[config.mk]
export PLATFORM = sky130hd
export DESIGN_NAME = enemy_fire_sched
export DESIGN_NICKNAME = d
export VERILOG_FILES = /design/src/rtl/enemy_pkg.sv /design/src/rtl/enemy_lfsr.sv /design/src/rtl/enemy_fire_sched.sv
export SDC_FILE = /design/constraint.sdc
export NUM_CORES = 1
export LEC_CHECK = 0
export ABC_AREA = 0
export CAP_MARGIN = 15
export CORE_UTILIZATION = 30
export DETAILED_ROUTE_END_ITERATION = 10
export DONT_BUFFER_PORTS = 1
export GPL_TIMING_DRIVEN = 0
export SETUP_SLACK_MARGIN = 0.5
export SLEW_MARGIN = 20
export SYNTH_ARGS = -nofsm -noshare
export SYNTH_HDL_FRONTEND = slang
export SYNTH_SLANG_ARGS = --single-unit
[constraint.sdc]
create_clock -name pclk -period 6.1 [get_ports pclk]
set_clock_uncertainty 0.2 [all_clocks]
set_input_delay 0.305 -clock pclk [delete_from_list [all_inputs] [get_ports pclk]]
set_output_delay 0.305 -clock pclk [all_outputs]
set_load 0.005 [all_outputs]
[src/rtl/enemy_pkg.sv]
// Shared definitions for enemy-side logic: FSM encoding, LFSR constants and
// the cooldown counter width.
package enemy_pkg;

  typedef enum logic [1:0] {
    ST_COOLDOWN = 2'b00,
    ST_SELECT   = 2'b01
  } fire_state_t;

  localparam logic [15:0] LFSR_TAPS         = 16'hB400;
  localparam logic [15:0] DEFAULT_LFSR_SEED = 16'hACE1;
  localparam int          CNT_W             = 22;

  // Right-shifting Galois step: the bit shifted out feeds back through the taps.
  function automatic logic [15:0] lfsr_next(input logic [15:0] cur);
    return {1'b0, cur[15:1]} ^ (cur[0] ? LFSR_TAPS : 16'h0000);
  endfunction

endpackage

[src/rtl/enemy_lfsr.sv]
// Free-running 16-bit Galois LFSR with a seedable synchronous reset, shared by
// any enemy logic that needs cheap pseudo-random bits.
module enemy_lfsr
  import enemy_pkg::*;
#(
  parameter logic [15:0] SEED = DEFAULT_LFSR_SEED
) (
  input  logic        pclk,
  input  logic        rst,
  output logic [15:0] lfsr
);

  logic [15:0] lfsr_q;
  logic [15:0] lfsr_d;

  always_comb lfsr_d = lfsr_next(lfsr_q);

  always_ff @(posedge pclk) begin
    if (rst) lfsr_q <= SEED;
    else     lfsr_q <= lfsr_d;
  end

  assign lfsr = lfsr_q;

endmodule

[src/rtl/enemy_fire_sched.sv]
// Enemy fire scheduler: waits out a cooldown, then scans from an LFSR-chosen
// enemy for one that can shoot. Define FIRE_SCHED_JITTER_EN for random extra cooldown.
module enemy_fire_sched
  import enemy_pkg::*;
#(
  parameter int          N_ENEMIES   = 8,
  parameter int          COOLDOWN    = 2_000_000,
  parameter logic [17:0] JITTER_MASK = 18'h3FFFF,
  parameter logic [15:0] LFSR_SEED   = DEFAULT_LFSR_SEED,
  localparam int         IDX_W       = $clog2(N_ENEMIES)
) (
  input  logic                 pclk,
  input  logic                 rst,
  input  logic                 enable,
  input  logic [N_ENEMIES-1:0] enemy_alive,
  input  logic [N_ENEMIES-1:0] missile_on,
  output logic [N_ENEMIES-1:0] fire,
  output logic [IDX_W-1:0]     fire_idx
);

  logic [15:0]          lfsr;
  logic [N_ENEMIES-1:0] cand;
  logic [CNT_W-1:0]     reload;

  fire_state_t          state_q,    state_d;
  logic [CNT_W-1:0]     counter_q,  counter_d;
  logic [IDX_W-1:0]     scan_idx_q, scan_idx_d;
  logic [IDX_W-1:0]     scan_cnt_q, scan_cnt_d;
  logic [N_ENEMIES-1:0] fire_q,     fire_d;
  logic [IDX_W-1:0]     fire_idx_q, fire_idx_d;

  enemy_lfsr #(.SEED(LFSR_SEED)) u_lfsr (
    .pclk (pclk),
    .rst  (rst),
    .lfsr (lfsr)
  );

  assign cand = enemy_alive & ~missile_on;

`ifdef FIRE_SCHED_JITTER_EN
  assign reload = CNT_W'(COOLDOWN) + CNT_W'({2'b00, lfsr} & JITTER_MASK);
`else
  logic cfg_unused;
  assign cfg_unused = ^{JITTER_MASK, lfsr[15:IDX_W]};
  assign reload     = CNT_W'(COOLDOWN);
`endif

  always_comb begin
    state_d    = state_q;
    counter_d  = counter_q;
    scan_idx_d = scan_idx_q;
    scan_cnt_d = scan_cnt_q;
    fire_d     = '0;
    fire_idx_d = fire_idx_q;

    if (!enable) begin
      state_d   = ST_COOLDOWN;
      counter_d = reload;
    end else begin
      case (state_q)
        ST_COOLDOWN: begin
          if (counter_q == '0) begin
            state_d    = ST_SELECT;
            scan_idx_d = lfsr[IDX_W-1:0];
            scan_cnt_d = '0;
          end else begin
            counter_d = counter_q - 1'b1;
          end
        end
        ST_SELECT: begin
          // Exactly one position is tested per cycle, against live inputs.
          if (cand[scan_idx_q]) begin
            fire_d[scan_idx_q] = 1'b1;
            fire_idx_d         = scan_idx_q;
            counter_d          = reload;
            state_d            = ST_COOLDOWN;
          end else if (scan_cnt_q == IDX_W'(N_ENEMIES - 1)) begin
            counter_d = reload;
            state_d   = ST_COOLDOWN;
          end else begin
            scan_idx_d = scan_idx_q + 1'b1;
            scan_cnt_d = scan_cnt_q + 1'b1;
          end
        end
        default: begin
          state_d   = ST_COOLDOWN;
          counter_d = reload;
        end
      endcase
    end
  end

  always_ff @(posedge pclk) begin
    if (rst) begin
      state_q    <= ST_COOLDOWN;
      counter_q  <= CNT_W'(COOLDOWN);
      scan_idx_q <= '0;
      scan_cnt_q <= '0;
      fire_q     <= '0;
      fire_idx_q <= '0;
    end else begin
      state_q    <= state_d;
      counter_q  <= counter_d;
      scan_idx_q <= scan_idx_d;
      scan_cnt_q <= scan_cnt_d;
      fire_q     <= fire_d;
      fire_idx_q <= fire_idx_d;
    end
  end

  assign fire     = fire_q;
  assign fire_idx = fire_idx_q;

endmodule
==> results of run 1 <==
## layout make-up
type,count,area [µm²]
Fill cell,813,5410
Multi-Input combinational cell,194,1290
Sequential cell,56,1120
Tap cell,105,131
Buffer,14,104
Clock buffer,6,72.6
Clock inverter,2,35.0
Inverter,7,26.3
Timing Repair Buffer,2,20.0
## worst paths after layout
path / slack [ns] / end
worst min register to register: 0.22 / u_lfsr.lfsr[11]
worst max-delay path: 3.18 / state_q[0]
worst min-delay path: 0.09 / fire[4]
worst max register to register: 3.18 / state_q[0]
## through the flow
stage               std cells  hold slack (ns)  setup slack, ns
global route              386            0.107             2.88
global placement          376            0.196             3.13
detailed placement        376            0.197             3.13
floorplan                 271            0.189             3.67
CTS                       386           0.0765             3.13
finish                    386           0.0891             3.18
## flip-flops by register name (all words and copies together), names as in the netlist
register / count
fire: 8
counter_q: 22
scan_cnt_q: 3
scan_idx_q: 3
u_lfsr.lfsr: 16
fire_idx: 3
state_q: 1
## worst max-delay path: stages, from the launching register on
cell and delay [ns]:
dfxtp_1 0.53, clkbuf_1 0.39, nand3b_1 0.19, o311a_1 0.16, o21ai_0 0.64, clkbuf_1 0.58, nor2_1 0.11
## kinds of logic after synthesis
logic type	after synthesis	share of synthesized area, %
AOI/OAI and AO/OA	56	16.1
xor gates and xnor gates	4	1.38
adders and majority gates	4	1.97
buffers and inverters	21	5.11
DFF	56	44.1
muxes	5	1.97
and+or+nand+nor	125	29.4
## power groups by stage
stage                     logic, mW  registers [mW]  clock network (mW)
after floorplan              0.0433           0.391                   0
after global placement       0.0520           0.393                   0
after detailed placement     0.0529           0.393                   0
after CTS                    0.0542           0.385               0.249
after global routing         0.0605           0.386               0.258
final                        0.0538           0.385               0.241
## cells in the final DEF, fill, tap and decap left out, drive strengths merged, types with 7 or more instances in the layout
cell type  Yosys  routed
nand3         11      11
nor2          13      13
nand2         11      11
buf            7       7
nor2b         12      12
a21oi         17      17
or3           20      20
nor3           8       8
o21ai         14      14
nand2b        12      12
dfxtp         56      56
or4            9       9
o31ai          8       8
nor4           9       9
clkbuf         7      13
inv            7       7
## per-layer routing
layer,track usage (%),routed length (µm),vias up
met5,0,0,-
met4,2.82,19,0
met3,2.91,162,2
met2,20.0,2550,24
met1,17.2,2590,954
li1,-,-,1002
==> results.json, run 1 <==
{
  "clk_latency_ns": 0.31,
  "rsz0062_at_grt": "false",
  "die_width_um": 94.1,
  "pwr-share-clk_pct": 35.5,
  "drive_gt1_share_pct": 13.9,
  "p_leak_nw": 0.970,
  "tightest_slew_ns": 0.767,
  "synth.most_common_cell": "dfxtp_1",
  "yosysWarnings": 0,
  "synth_common_cells": "dfxtp_1, or3_1, nor2_1",
  "peakVddDrop_mv": 0.152,
  "synth_seq_cells": 56,
  "ys_top_cells_by_area": "dfxtp_1, or3_1, nand2b_1, nor2b_1, a21oi_2",
  "syn_inst": 271,
  "placed_cell_area_mm2": 0.00268,
  "synth_edf_count": 0,
  "clk_pin_slew_ns": 0.10,
  "wire_per_inst_um": 13.8,
  "wirelength_mm": 5.32,
  "status": "completed",
  "numCtsBuffers": 5,
  "die_area_mm2": 0.00886,
  "cts_hold_buf": 2,
  "grt_pass1_wl_mm": 8.77,
  "end_kind": "flop",
  "p_sw_share_pct": 22.9,
  "arrival_ns": 2.90,
  "nNetsFinal": 303,
  "finalSetupViolations": 0,
  "holdPathStages": 3,
  "num_vias": 1982,
  "ioPinCount": 30,
  "startpoint_type": "flop",
  "p_per_area_mw_per_mm2": 242,
  "slew_violations": 0,
  "yosys.area.top_type_share_pct": 44.1,
  "cts_root_buf": "clkbuf_8",
  "final_antenna_net_count": 0,
  "dp_hpwl_mm": 3.77,
  "drtPass1Iterations": 4,
  "finalSetupTns_ns": 0,
  "stdcell_area_mm2": 0.00280,
  "holdCritStartpoint": "enable",
  "async_flop_share_pct": 0,
  "path_class": "flop to flop",
  "area_delta_synth_final_pct": 10.2,
  "numClockSinks": 56,
  "syn_avg_cell_area_um2": 9.39,
  "grt_pass1_vias": 1841,
  "setup.worst_path.start": "scan_idx_q[0]",
  "cts_resized": 0,
  "p_sw_mw": 0.156,
  "min_path_type": "input port to flop",
  "htreeDepth": 2,
  "final_util_pct": 34.1,
  "synth_fp_nets": 294,
  "num_rows": 33,
  "pwr-share-seq_pct": 56.6,
  "slew_headroom_pct": 48.1,
  "r2r_start": "scan_idx_q[0]",
  "track_usage_pct": 12.6,
  "synth_top_area_cell": "dfxtp_1",
  "max_freq_mhz": 342,
  "finalHoldViolCount": 0,
  "ys_seq_area_share_pct": 44.1,
  "core-area_mm2": 0.00822,
  "drv_cap": 0,
  "drcViolationCount": 0,
  "cp_max_fo": 10,
  "antennaDiodeCount": 0,
  "r2r_cells": 6,
  "start_util_pct": 31.0,
  "dr.first_iter.drc_count": 90,
  "antenna_found_initial": 0,
  "worstPathRequired_ns": 6.08,
  "vias_per_cell": 5.13,
  "grt_max_degree": 17,
  "p_total_mw": 0.680,
  "ys_types": 53,
  "p_int_mw": 0.524,
  "gp_congestion": 0.769,
  "ys.flop_type": "dfxtp_1",
  "period_share_pct": 47.9,
  "cts_max_path_buffers": 2,
  "cts_tree": "built",
  "overflow": 0,
  "die_h_um": 94.1,
  "postCtsSetupRepairBufs": 0,
  "fin_crit_ns": 2.92,
  "portBuffers": 0,
  "p_comb_share_pct": 7.9,
  "syn-cell-area_mm2": 0.00254
}
(Power assumes the default switching activity.)
==> run 2, diff against run 1 <==
==> constraint.sdc (replaced) <==
create_clock -name pclk -period 2.9 [get_ports pclk]
set_clock_uncertainty 0.2 [all_clocks]
set_input_delay 0.145 -clock pclk [delete_from_list [all_inputs] [get_ports pclk]]
set_output_delay 0.145 -clock pclk [all_outputs]
set_load 0.005 [all_outputs]
==> run 2 against run 1 <==
Sequential power grew 110%. Wire length up 10%. Highest routed layer unchanged. Fmax up 17%. Largest cell class unchanged. Critical endpoint is now counter_q[7]. Die area did not move.
==> results.json, run 2 (synthesis results as in run 1) <==
{
  "drv_cap": 0,
  "dp_hpwl_mm": 3.63,
  "peakVddDrop_mv": 0.234,
  "clk_latency_ns": 0.32,
  "drive_gt1_share_pct": 31.2,
  "dr.first_iter.drc_count": 129,
  "end_kind": "flop",
  "p_leak_nw": 1.14,
  "portBuffers": 0,
  "cts_max_path_buffers": 2,
  "slew_headroom_pct": 53.2,
  "period_share_pct": 86.3,
  "worstPathRequired_ns": 2.90,
  "path_class": "flop to flop",
  "num_vias": 2104,
  "fill_cells": 793,
  "num_rows": 33,
  "track_usage_pct": 13.7,
  "layout_common_cells": "dfxtp_1, nor2_1, nor2b_1",
  "max_freq_mhz": 400,
  "rsz0062_at_grt": "true",
  "vias_per_cell": 5.22,
  "wire_per_inst_um": 14.6,
  "area_delta_synth_final_pct": 25.5,
  "largest_reg_flops": 22,
  "clk_pin_slew_ns": 0.11,
  "grt_pass1_vias": 1929,
  "cts_root_buf": "clkbuf_8",
  "core-area_mm2": 0.00822,
  "pwr-share-clk_pct": 35.6,
  "htreeDepth": 2,
  "grt_max_degree": 19,
  "die_area_mm2": 0.00886,
  "nNetsFinal": 320,
  "p_comb_share_pct": 10.3,
  "pre_cts_ws_ns": -0.00182,
  "start_util_pct": 31.0,
  "pwr-share-seq_pct": 54.2,
  "multi_input_area_mm2": 0.00146,
  "arrival_ns": 2.51,
  "wirelength_mm": 5.87,
  "cts_tree": "built",
  "drcViolationCount": 0,
  "finalHoldViolCount": 0,
  "mostFrequentLayoutCell": "dfxtp_1",
  "drtPass1Iterations": 4,
  "fin_ws_ns": 0.399,
  "die_width_um": 94.1,
  "numClockSinks": 56,
  "min_path_type": "input port to flop",
  "slew_violations": 0,
  "gp_congestion": 0.742,
  "cp_max_fo": 6,
  "die_h_um": 94.1,
  "grt_pass1_wl_mm": 9.49,
  "antennaDiodeCount": 0,
  "overflow": 0,
  "numCtsBuffers": 5,
  "p_int_mw": 1.13,
  "p_per_area_mw_per_mm2": 469,
  "finalSetupViolations": 0,
  "fin_crit_ns": 2.50,
  "p_sw_share_pct": 24.6,
  "ioPinCount": 30,
  "antenna_found_initial": 0,
  "ff_latch_area_mm2": 0.00113,
  "status": "completed",
  "tightest_slew_ns": 0.694,
  "final_antenna_net_count": 0,
  "hold-worst-slack_ns": 0.124,
  "top_register": "counter_q",
  "startpoint_type": "flop",
  "p_sw_mw": 0.368
}
-- run 2: cell types whose count changed in the layout (fill, tap and decap cells not counted), moves of 5 or more --
cell | previous run | this run
buf_4 | 0 | 10
dfxtp_1 | 56 | 51
nor4_1 | 9 | 4
o21ai_2 | 0 | 5
or3_1 | 15 | 9
or3_4 | 1 | 9
-- run 2: final timing paths --
kind                                      from  slack (ns)  cells after the start             end
worst min-delay path            enemy_alive[4]        0.12                      4   counter_q[10]
worst max register to register    counter_q[3]        0.40                      9    counter_q[7]
worst min register to register  u_lfsr.lfsr[7]        0.22                      1  u_lfsr.lfsr[6]
worst max-delay path              counter_q[3]        0.40                      9    counter_q[7]
-- run 2: stage by stage --
step	cells	power [mW]	area, µm²	setup TNS (ns)	util (%)
6_report	403	1.50	3190	0	38.9
4_1_cts	400	1.48	3070	0	37.4
3_3_place_gp	376	0.935	2680	-0.0730	32.6
3_5_place_dp	376	0.936	2680	-0.00182	32.6
2_1_floorplan	271	0.913	2540	0	-
5_1_grt	403	1.55	3190	0	38.9
-- run 2: final cells by class --
cell class | count | share of cell area, %
multi-input cells | 194 | 45.7
clock buffers | 5 | 2.16
flip-flops and latches | 56 | 35.5
plain buffers | 14 | 3.57
inverters | 7 | 0.823
well taps | 105 | 4.11
repair buffers | 19 | 6.66
clock inverters | 3 | 1.49
-- run 2: what timing repair did --
action,in CTS,in global routing
pin swaps,9,18
setup endpoints to repair,25,26
buffers inserted,11,3
cloned,3,0
resized for setup,31,23
hold endpoints to repair,18,0
hold buffers,2,0
-- run 2: power by group through the flow --
| stage | clock [mW] | combinational (mW) | sequential, mW |
|---|---|---|---|
| finish | 0.533 | 0.154 | 0.811 |
| global route | 0.568 | 0.167 | 0.815 |
| CTS | 0.537 | 0.138 | 0.808 |
| detailed placement | 0 | 0.110 | 0.826 |
| global placement | 0 | 0.109 | 0.826 |
| floorplan | 0 | 0.0910 | 0.822 |
-- run 2: metal layers --
| metal | vias to the layer above | GRT usage [%] | part of all wire, % |
|---|---|---|---|
| li1 | 1034 | - | - |
| met1 | 1022 | 18.7 | 47 |
| met2 | 40 | 21.5 | 48 |
| met3 | 8 | 2.83 | 4.0 |
| met4 | 0 | 4.23 | 0.90 |
| met5 | - | 0 | 0 |
-- run 2: critical path, stage by stage, from the launching register on --
cell and delay, ns:
dfxtp_4 0.35, or3_4 0.38, or3_4 0.33, buf_6 0.13
o31ai_4 0.24, a21boi_4 0.25, buf_6 0.18, buf_12 0.12
nor4_2 0.04, nand3b_1 0.17
